[src/rtl/sa_operand_feeder.sv]
// sa_operand_feeder: transmit side of the PE operand interface for an N x N
// systolic array. Accepts one k-slice per beat, skews lane i by 1+i register
// stages, generates the per-row init pulse for the first beat of a tile, and
// flags tile completion when the last skewed operand leaves lane N-1.
module sa_operand_feeder #(
    parameter int D_W   = 32,
    parameter int N     = 4,
    parameter int CNT_W = 16
) (
    input  logic               clk,
    input  logic               rst,
    input  logic               s_valid,
    output logic               s_ready,
    input  logic               s_last,
    input  logic [N*D_W-1:0]   s_a,
    input  logic [N*D_W-1:0]   s_b,
    output logic [N*D_W-1:0]   out_a,
    output logic [N*D_W-1:0]   out_b,
    output logic [N-1:0]       out_init,
    output logic               tile_done,
    output logic [CNT_W-1:0]   k_count,
    output logic               busy
);

    localparam int DC_W = $clog2(N);

    typedef enum logic [1:0] {
        IDLE,
        ACTIVE,
        DRAIN
    } state_t;

    state_t            state_q, state_d;
    logic [DC_W-1:0]   drain_q, drain_d;
    logic [CNT_W-1:0]  kcnt_q, kcnt_d;
    logic              done_q, done_d;
    logic              accept;
    logic              first_beat;

    assign s_ready   = (state_q != DRAIN);
    assign accept    = s_valid & s_ready;
    assign busy      = (state_q != IDLE);
    assign tile_done = done_q;
    assign k_count   = kcnt_q;

    // Control state, drain counter, beat counter and completion pulse.
    always_ff @(posedge clk or posedge rst) begin
        if (rst) begin
            state_q <= IDLE;
            drain_q <= '0;
            kcnt_q  <= '0;
            done_q  <= 1'b0;
        end else begin
            state_q <= state_d;
            drain_q <= drain_d;
            kcnt_q  <= kcnt_d;
            done_q  <= done_d;
        end
    end

    // Next-state logic: tile start/end handling and the drain countdown.
    // tile_done is raised on the edge that leaves DRAIN, which is the same
    // edge that loads the tile's last beat into lane N-1's final stage.
    always_comb begin
        state_d    = state_q;
        drain_d    = drain_q;
        kcnt_d     = kcnt_q;
        done_d     = 1'b0;
        first_beat = 1'b0;
        case (state_q)
            IDLE: begin
                if (accept) begin
                    first_beat = 1'b1;
                    kcnt_d     = CNT_W'(1);
                    if (s_last) begin
                        state_d = DRAIN;
                        drain_d = DC_W'(N - 1);
                    end else begin
                        state_d = ACTIVE;
                    end
                end
            end
            ACTIVE: begin
                if (accept) begin
                    if (kcnt_q != '1) begin
                        kcnt_d = kcnt_q + CNT_W'(1);
                    end
                    if (s_last) begin
                        state_d = DRAIN;
                        drain_d = DC_W'(N - 1);
                    end
                end
            end
            DRAIN: begin
                drain_d = drain_q - DC_W'(1);
                if (drain_q == DC_W'(1)) begin
                    state_d = IDLE;
                    done_d  = 1'b1;
                end
            end
            default: begin
                state_d = IDLE;
            end
        endcase
    end

    for (genvar i = 0; i < N; i++) begin : g_lane
        logic [D_W-1:0] a_q [0:i];
        logic [D_W-1:0] a_d [0:i];
        logic [D_W-1:0] b_q [0:i];
        logic [D_W-1:0] b_d [0:i];
        logic [i:0]     init_q, init_d;

        // Skew chain input: accepted data or zero bubble, then shift.
        always_comb begin
            a_d[0]    = accept ? s_a[i*D_W +: D_W] : '0;
            b_d[0]    = accept ? s_b[i*D_W +: D_W] : '0;
            init_d    = '0;
            init_d[0] = first_beat;
            for (int unsigned s = 1; s <= i; s++) begin
                a_d[s]    = a_q[s-1];
                b_d[s]    = b_q[s-1];
                init_d[s] = init_q[s-1];
            end
        end

        // Skew chain registers for lane i (1+i stages).
        always_ff @(posedge clk or posedge rst) begin
            if (rst) begin
                for (int unsigned s = 0; s <= i; s++) begin
                    a_q[s] <= '0;
                    b_q[s] <= '0;
                end
                init_q <= '0;
            end else begin
                a_q    <= a_d;
                b_q    <= b_d;
                init_q <= init_d;
            end
        end

        assign out_a[i*D_W +: D_W] = a_q[i];
        assign out_b[i*D_W +: D_W] = b_q[i];
        assign out_init[i]         = init_q[i];
    end

endmodule
[config.mk]
export PLATFORM = sky130hd
export DESIGN_NAME = sa_operand_feeder
export DESIGN_NICKNAME = d
export VERILOG_FILES = /design/src/rtl/sa_operand_feeder.sv
export SDC_FILE = /design/constraint.sdc
export NUM_CORES = 1
export LEC_CHECK = 0
export ABC_AREA = 1
export BUFFER_PORTS_ARGS = -buffer_cell sky130_fd_sc_hd__clkbuf_2
export CAP_MARGIN = 40
export CORE_AREA = 4 4 207 209
export CTS_BUF_LIST = sky130_fd_sc_hd__clkbuf_8 sky130_fd_sc_hd__clkbuf_16
export CTS_CLUSTER_DIAMETER = 120
export DETAILED_ROUTE_END_ITERATION = 10
export DIE_AREA = 0 0 211 213
export PLACE_DENSITY_LB_ADDON = 0.08
export SLEW_MARGIN = 25
export SYNTH_ARGS = -nofsm -noshare
export SYNTH_HDL_FRONTEND = slang
export SYNTH_SLANG_ARGS = --single-unit
[constraint.sdc]
create_clock -name clk -period 28.5 [get_ports clk]
set_input_delay 5.7 -clock clk [delete_from_list [all_inputs] [get_ports clk]]
set_output_delay 5.7 -clock clk [all_outputs]
set_load 0.02 [all_outputs]
==> results of run 1 <==
## cells by family (layout without fill, tap and decap cells)
kind of cell / count (synthesis) / count (layout) / share of synthesized area
flops: 665 / 665 / 0.849
simple gates: 372 / 372 / 0.0760
buf+inv: 309 / 946 / 0.0665
compound gates: 15 / 15 / 0.00485
xor+xnor: 5 / 5 / 0.00223
fa+ha+maj: 2 / 2 / 0.00128
other cells: 0 / 2 / 0
## metal layers
metal,track usage,up-vias
met5,0,-
met4,0.0733,2
met3,0.0530,72
met2,0.311,384
met1,0.250,5482
li1,-,5105
## layout by cell type (no fill, tap or decap), types with 2 or more instances in the layout
cell                        instances
sky130_fd_sc_hd__diode_2            2
sky130_fd_sc_hd__o21ai_2            2
sky130_fd_sc_hd__clkbuf_2         538
sky130_fd_sc_hd__inv_1            287
sky130_fd_sc_hd__nor2_1           275
sky130_fd_sc_hd__clkbuf_16         71
sky130_fd_sc_hd__xnor2_1            2
sky130_fd_sc_hd__clkbuf_8          15
sky130_fd_sc_hd__ha_1               2
sky130_fd_sc_hd__buf_4              7
sky130_fd_sc_hd__nor2_2             2
sky130_fd_sc_hd__nor2_4             4
sky130_fd_sc_hd__nand2_1           61
sky130_fd_sc_hd__a21oi_1            2
sky130_fd_sc_hd__o21ai_0            4
sky130_fd_sc_hd__buf_12             4
sky130_fd_sc_hd__buf_16             6
sky130_fd_sc_hd__nand4_1            7
sky130_fd_sc_hd__xor2_1             3
sky130_fd_sc_hd__clkinv_2          13
sky130_fd_sc_hd__o21ai_1            5
sky130_fd_sc_hd__dfrtp_1          665
sky130_fd_sc_hd__nand3_1           19
## cells in the mapped netlist, types with 2 or more instances
library cell	count	area share
sky130_fd_sc_hd__a21oi_1	2	0.00051
sky130_fd_sc_hd__nand3_1	19	0.0049
sky130_fd_sc_hd__dfrtp_1	665	0.85
sky130_fd_sc_hd__o21ai_0	4	0.0010
sky130_fd_sc_hd__nor2_4	4	0.0023
sky130_fd_sc_hd__nand2_1	62	0.012
sky130_fd_sc_hd__buf_6	7	0.0040
sky130_fd_sc_hd__inv_1	275	0.053
sky130_fd_sc_hd__xor2_1	3	0.0013
sky130_fd_sc_hd__o21ai_2	2	0.00089
sky130_fd_sc_hd__o21ai_1	5	0.0013
sky130_fd_sc_hd__buf_4	24	0.0092
sky130_fd_sc_hd__ha_1	2	0.0013
sky130_fd_sc_hd__xnor2_1	2	0.00089
sky130_fd_sc_hd__nor2_2	2	0.00064
sky130_fd_sc_hd__nor2_1	275	0.053
sky130_fd_sc_hd__nand4_1	7	0.0022
## flip-flops by register name (all words and copies together) (netlist names)
register and cells:
g_lane.init_q 4, out_a 96, state_q 2, tile_done 1, g_lane.b_q 32, g_lane.a_d 192, k_count 16, g_lane.a_q 32
drain_q 2, g_lane.b_d 192, out_b 96
## power breakdown
part	leakage, uW	internal (uW)	switching (uW)
registers	0.00878	1090	48.3
clock network	0.00113	497	337
logic	0.00469	84.1	214
## path summary, 6_finish.rpt
| path | startpoint | slack (ps) | cells past startpoint | to |
|---|---|---|---|---|
| worst min-delay path | g_lane[3].b_d[13] | 340 | 0 | out_b[109] |
| worst max register to register | state_q[1] | 26130 | 8 | g_lane[0].b_q[21] |
| min in group asynchronous | rst | 5060 | 2 | k_count[12] |
| worst max-delay path | state_q[1] | 21170 | 4 | s_ready |
| max in group asynchronous | rst | 21570 | 6 | g_lane[1].b_d[3] |
| worst min register to register | g_lane[3].b_d[13] | 340 | 0 | out_b[109] |
## cell type report
class / count / area, um^2 / share of cell area
diodes: 2 / 5.00 / 0.000199
clock buffers: 86 / 1980 / 0.0788
clock inverters: 29 / 161 / 0.00642
inverters: 276 / 1040 / 0.0415
multi-input cells: 394 / 1660 / 0.0661
flip-flops and latches: 665 / 16600 / 0.662
well taps: 532 / 666 / 0.0265
repair buffers: 555 / 2990 / 0.119
## worst max-delay path: cells and delay by family (launching register included)
| kind | cells | cell delay, ps |
|---|---|---|
| buffers and inverters | 3 | 570 |
| DFF | 1 | 440 |
| and+or+nand+nor | 1 | 60 |
## through the flow
step	power (uW)	util	setup WS, ps	instances	hold slack, ps
finish	2270	0.616	21170	2539	339
global route	2380	0.616	21090	2539	341
CTS	2310	0.613	20930	2533	341
detailed placement	1460	0.561	20340	2418	335
global placement	1450	0.558	20090	2413	331
floorplan	1330	-	4160	1368	331
==> results.md, run 1 <==
- The detailed-route wire length is 43200 um.
- The root cell of the clock tree is sky130_fd_sc_hd__clkbuf_16.
- The kind of end point of the critical path is a primary output.
- For the pin with the worst max-slew slack, the measured transition is roughly 700 ps.
- Setup total negative slack on the finished layout was measured at 0 ps.
- Setup repair after global routing left no endpoint under its margin.
- For this run, asynchronously set or reset flops after synthesis account for 1.00.
- During I/O placement, the number of pins put on the boundary was around 540.
- The flow ran to the end, and the final reports show no timing, DRC or antenna violations.
- The largest incremental delay on the critical path is 440 ps.
- After detailed routing, the average wire length per cell comes to 17.0 um.
- The final design area excluding fillers is 25200 um^2.
- For this run, the register share of the synthesized area comes to 0.849.
- STA puts the critical path data required time at 22800 ps.
- The total DRC errors in the routed layout is 0.
- Clock skew on the completed layout was measured at 14.1 ps.
- The clock sink count is 665.
- In the finished design, the share of the clock period the worst path needs comes to 0.257.
- The worst endpoint data arrival time is approximately 1600 ps.
- The start-to-end type of the worst setup path is reg2out.
- In this run the core area contains 74 standard-cell rows.
- After technology mapping, the gate count stands at 1368.
- The maximum number of pins on one net before global-route repair is 191.
- The worst setup path is launched from a flop.
- The number of maximum-capacitance violations is 0.
- The total placed instance area is 22900 um^2.
- The mean cell area of the mapped netlist is between 10 and 15 um^2.
- The net count after synthesis is 1630.
- The initial antenna violation count is 3.
- After filler insertion, the fill cell instance count of the layout stands at roughly 3200.
- The total met2 wirelength after detailed routing is between 20000 and 25000 um.
- The clock transition time at the flip-flop clock pins of the worst setup and hold paths is about 60 ps.
- The worst ir drop on vdd is between 0.06 and 0.07 mV.
- The distinct cell type count of the synthesized netlist is 25.
- The die span in x is 211 um.
- The wire-length estimate of the detail-placed layout is 30800 um.
- The maximum level of the CTS H-tree is 3.
- The count of flip-flops with a built-in enable after synthesis is 0.
- The via-per-instance ratio is 4.35.
- The signal on the critical path passes through inv_1 -> nor2_4 -> inv_1 -> clkbuf_2.
- Signal routing reaches up to met5.
- Wire segments on met3 add up to 3260 um in the final route.
- At the end of routability-driven placement, the weighted congestion stood at 0.816.
- The number of nets with antenna violations after detailed routing is 0.
- The clock passes through at most 3 buffers.
- The initial utilization of the core area, before any placement, comes to 0.480.
- The post-cts gate resize count is 0.
- The via count of the first global-routing pass was 11690.
- The number of nets in the final layout is 2220.
- The maximum clock rate is 0.136 GHz.
- The area of the core region is 40800 um^2.
- The first-pass GRT wire length is about 65000 um.
- Setup violations remaining at the end of the flow were counted as 0.
- Power spread over the standard cell area amounts to 90.4 nW/um^2.
- The static leakage is roughly 0.015 uW.
- TritonCTS built the clock tree.
- The worst path in the final design needs a cycle of between 7000 and 8000 ps, including I/O delays and setup.
- The die covers about 45000 um^2.
- Measured along the y axis, the die boundary spans 213 um.
- The clock network latency to the later pin of the worst-skew pair is 560 ps.
- The share of cells above drive strength 1 is 0.335.
- The worst min-delay path category is reg2reg.
- The worst relative slew slack is 0.521.
- The area growth from synthesis to layout is 28.3%.
- The hold violation total from the final report is 0.
- The first routing iteration left 677 violations.
- Before antenna repair, the detailed router went through 7 iterations.
- The hold-fix buffer count after cts is 0.
- Buffers added to address setup during post-CTS repair amount to 0.
- The sum of routed wire segments on met1 is 17000 um.
- Summed over all layers, the global routing overflow is 0.
- The synthesis-stage register bit count is 665.
- In this design, the critical path's most frequently occurring cell is sky130_fd_sc_hd__inv_1.
- After synthesis the cells add up to 19600 um^2.
- Yosys printed 0 warnings.
- The number of clock buffers added by TritonCTS is 66.
- The slowest stage of the critical path belongs to the cell sky130_fd_sc_hd__dfrtp_1.
- In this run the tool buffered the top-level ports with approximately 540 buffer cells.
- Across every metal layer, demand over resource in global routing totals 0.192.
- The number of pins with negative max-slew slack in the final report was 0.
- The biggest fanout along the worst timing path is 4.
- For this run, the leading register cell type out of synthesis is sky130_fd_sc_hd__dfrtp_1.
- The overall via count from detail_route is 11045.
Note: power is estimated with default switching activity, not from simulation.
==> run 2, diff against run 1 <==
--- a/config.mk
+++ b/config.mk
@@ -8,11 +8,11 @@
 export ABC_AREA = 1
 export BUFFER_PORTS_ARGS = -buffer_cell sky130_fd_sc_hd__clkbuf_2
 export CAP_MARGIN = 40
-export CORE_AREA = 4 4 207 209
+export CORE_AREA = 4 4 212 214
 export CTS_BUF_LIST = sky130_fd_sc_hd__clkbuf_8 sky130_fd_sc_hd__clkbuf_16
 export CTS_CLUSTER_DIAMETER = 120
 export DETAILED_ROUTE_END_ITERATION = 10
-export DIE_AREA = 0 0 211 213
+export DIE_AREA = 0 0 216 218
 export PLACE_DENSITY_LB_ADDON = 0.08
 export SLEW_MARGIN = 25
 export SYNTH_ARGS = -nofsm -noshare
==> constraint.sdc (replaced) <==
create_clock -name clk -period 6.2 [get_ports clk]
set_input_delay 1.24 -clock clk [delete_from_list [all_inputs] [get_ports clk]]
set_output_delay 1.24 -clock clk [all_outputs]
set_load 0.02 [all_outputs]
==> run 2 against run 1 <==
Against the previous run:
- flip-flop and latch count unchanged
- sequential power rose to 4.6 times the previous value
- cell count up 2.2%
- power rose to 4.7 times the previous value
- routed wire length up 0.59%
- combinational power rose to 4.5 times the previous value
- largest power group unchanged
- highest routed layer unchanged
==> results.md, run 2 (synthesized netlist as in run 1, its figures left out) <==
- The run finished with clean final reports.
- The number of logic stages on the critical path including buffering came to 3 (-1).
- The number of cell instances on the worst register-to-register path came to 6 (-2).
- The number of nets with antenna violations after detailed routing was 0 (unchanged).
- The number of failing setup endpoints in the final timing report is 0 (unchanged).
- The layout overhead on the synthesized area is 28.7%.
- The overall via count from detail_route is 11030 (-0.14%).
- The sum of buffers and inverters on the critical path is 2 (-1).
- The die span in x is 216 um (+2.4%).
- The largest clock skew in the final design was 19.4 ps (+5.27 ps).
- The most frequent standard cell in the layout excluding fill and tap cells is sky130_fd_sc_hd__dfrtp_1.
- The maximum number of pins on one net before global-route repair came to 191 (unchanged).
- The number of nets in the final layout is 2218 (-0.090%).
- The worst reg2reg path endpoint is k_count[3].
- The clock sink count is 665 (unchanged).
- The post-route fraction of the period consumed by the critical path is 0.462.
- The via count of the first global-routing pass is 11639 (-0.44%).
- The I/O pin count is 539 (unchanged).
- The total of fill cells in the finished design came to 3565 (+11%).
- The startpoint identified for the worst hold timing path is g_lane[3].b_d[90].
- The clock buffer count from CTS came to 67 (+1.5%).
- The total iterations of the first detailed-routing run came to 4 (-3).
- The number of maximum-capacitance violations came to 0 (unchanged).
- The initial antenna violation count was 8 (+5).
- The number of pins with negative max-slew slack in the final report is 0 (unchanged).
- The worst path required time is 4960 ps (-17840 ps).
- The number of buffers on the longest clock path is 3 (unchanged).
- The share of cells above drive strength 1 was 0.331 (-0.00416).
- The clock transition time at the flip-flop clock pins of the worst setup and hold paths was 60 ps (about the same).
- The post-cts gate resize count is 0 (unchanged).
- The cell depth of the worst hold path came to 0 (unchanged).
- The total placed instance area came to 22900 um^2 (unchanged).
- The maximum level of the CTS H-tree came to 3 (unchanged).
- STA classifies the critical path endpoint as a primary output.
- The area used by multi-input combinational logic is 1660 um^2 (unchanged).
- The biggest fanout along the worst timing path is 9 (+5).
- The via-per-instance ratio is 4.25 (-2.3%).
- The detailed-route wire length came to 43400 um (+0.59%).
- The routed wire length per instance is 16.7 um (-1.5%).
- The hold violation total from the final report is 0 (unchanged).
- The final worst setup slack is 3340 ps (-17840 ps).
- The overall fraction of global-route tracks in use was 0.186 (-0.00519).
- The pin slew with the least headroom to its limit is 892 ps (+174 ps).
- For hold timing, the worst endpoint is g_lane[3].b_d[58].
- The hold-fix buffer count after cts came to 0 (unchanged).
- The number of buffers added on ports is 538 (unchanged).
- The clock network latency to the later pin of the worst-skew pair is 570 ps (about the same).
- The register area is 16600 um^2 (unchanged).
- The die height is 218 um (+2.3%).
- In the layout the commonest cells are 665 x sky130_fd_sc_hd__dfrtp_1, 538 x sky130_fd_sc_hd__clkbuf_2, 294 x sky130_fd_sc_hd__inv_1, 275 x sky130_fd_sc_hd__nor2_1, 71 x sky130_fd_sc_hd__clkbuf_16.
- The origin of the critical flop-to-flop path is state_q[0].
- The first-pass GRT wire length is 66600 um (+1.8%).
- The cell family with the largest share of critical-path delay is flip-flops.
- The min-delay analysis places its worst path in the category reg2reg.
- STA classifies the critical path startpoint as a flop.
- The largest incremental delay on the critical path is 570 ps (+130 ps).
- The worst relative slew slack is 0.405 (-0.116).
- The total overflow reported by the global router is 0 (unchanged).
- TritonCTS built the clock tree.
- The critical path goes through nor2_4 -> inv_1 -> clkbuf_2.
- The HPWL reported at the end of detailed placement was 30900 um (+0.31%).
- The die area is 47100 um^2 (+4.8%).
- The total DRC errors in the routed layout is 0 (unchanged).
- The routability-driven placement congestion ratio is 0.837 (+2.6%).
- The count of standard-cell rows is 76 (+2.7%).
- The post-CTS setup repair buffer count is 0 (unchanged).
- The minimum setup slack after placement is 3230 ps (-17110 ps).
- Timing would allow up to 0.349 GHz.
- Setup repair after global routing left no endpoint under its margin.
- The static leakage is 0.0146 uW (about the same).
- The total power divided by cell area is 419 nW/um^2 (+360%).
- The number of DRC markers after the initial detailed-route iteration is 837 (+24%).
- The setup slack of the worst register-to-register path was 4150 ps (-21980 ps).
- The final design area excluding fillers came to 25200 um^2 (+0.25%).
- The utilization after layout is 0.588 (-0.0280).
- The effective utilization at floorplan was 0.457 (-0.0230).
- The area of the core region is 42900 um^2 (+5.0%).
- The root cell of the clock tree is sky130_fd_sc_hd__clkbuf_16.
- The sum of internal, switching and leakage power came to 10600 uW (+370%).
- The worst ir drop on vdd came to 0.287 mV (+370%).
- The smallest clock period supported by the final layout is computed as between 2000 and 3000 ps.
- The worst endpoint data arrival time is 1620 ps (about the same).
- The worst setup path is of the reg2out kind.
- The cell with the largest stage delay on the worst path is sky130_fd_sc_hd__dfrtp_1.
-- run 2: worst max-delay path by stage --
| stage | endpoint | from | slack [ps] |
|---|---|---|---|
| 3_5_place_dp | g_lane[2].b_d[60] | rst | 3230 |
| 2_1_floorplan | drain_q[0] | rst | -4130 |
| 3_3_place_gp | g_lane[2].b_d[55] | rst | 3280 |
| 6_report | s_ready | state_q[0] | 3340 |
| 4_1_cts | s_ready | state_q[0] | 3300 |
| 5_1_grt | s_ready | state_q[0] | 3240 |
-- run 2: layout make-up --
| class | instances | share of cell area |
|---|---|---|
| multi-input cells | 394 | 0.0659 |
| well taps | 585 | 0.0290 |
| diodes | 6 | 0.000595 |
| clock inverters | 33 | 0.0110 |
| inverters | 276 | 0.0412 |
| clock buffers | 83 | 0.0770 |
| flip-flops and latches | 665 | 0.660 |
| repair buffers | 552 | 0.115 |
-- run 2: layer usage --
layer,GRT usage,routed length (um),up-vias
met5,0,31,-
met4,0.0672,1120,6
li1,-,-,5103
met3,0.0697,3940,76
met2,0.312,22000,393
met1,0.224,16300,5452
-- run 2: power breakdown --
group | switching (uW) | total [uW] | leakage, uW | internal, uW
combinational | 979 | 1350 | 0.00465 | 374
clock | 1560 | 3970 | 0.00116 | 2410
sequential | 223 | 5250 | 0.00878 | 5030
total | 2760 | 10600 | 0.0146 | 7820
-- run 2: through the flow --
| step | std cells | TNS, ps | hold slack (ps) |
|---|---|---|---|
| floorplan | 1368 | -2748060 | 331 |
| global placement | 2469 | 0 | 331 |
| detailed placement | 2469 | 0 | 335 |
| CTS | 2585 | 0 | 337 |
| global route | 2591 | 0 | 342 |
| finish | 2594 | 0 | 334 |
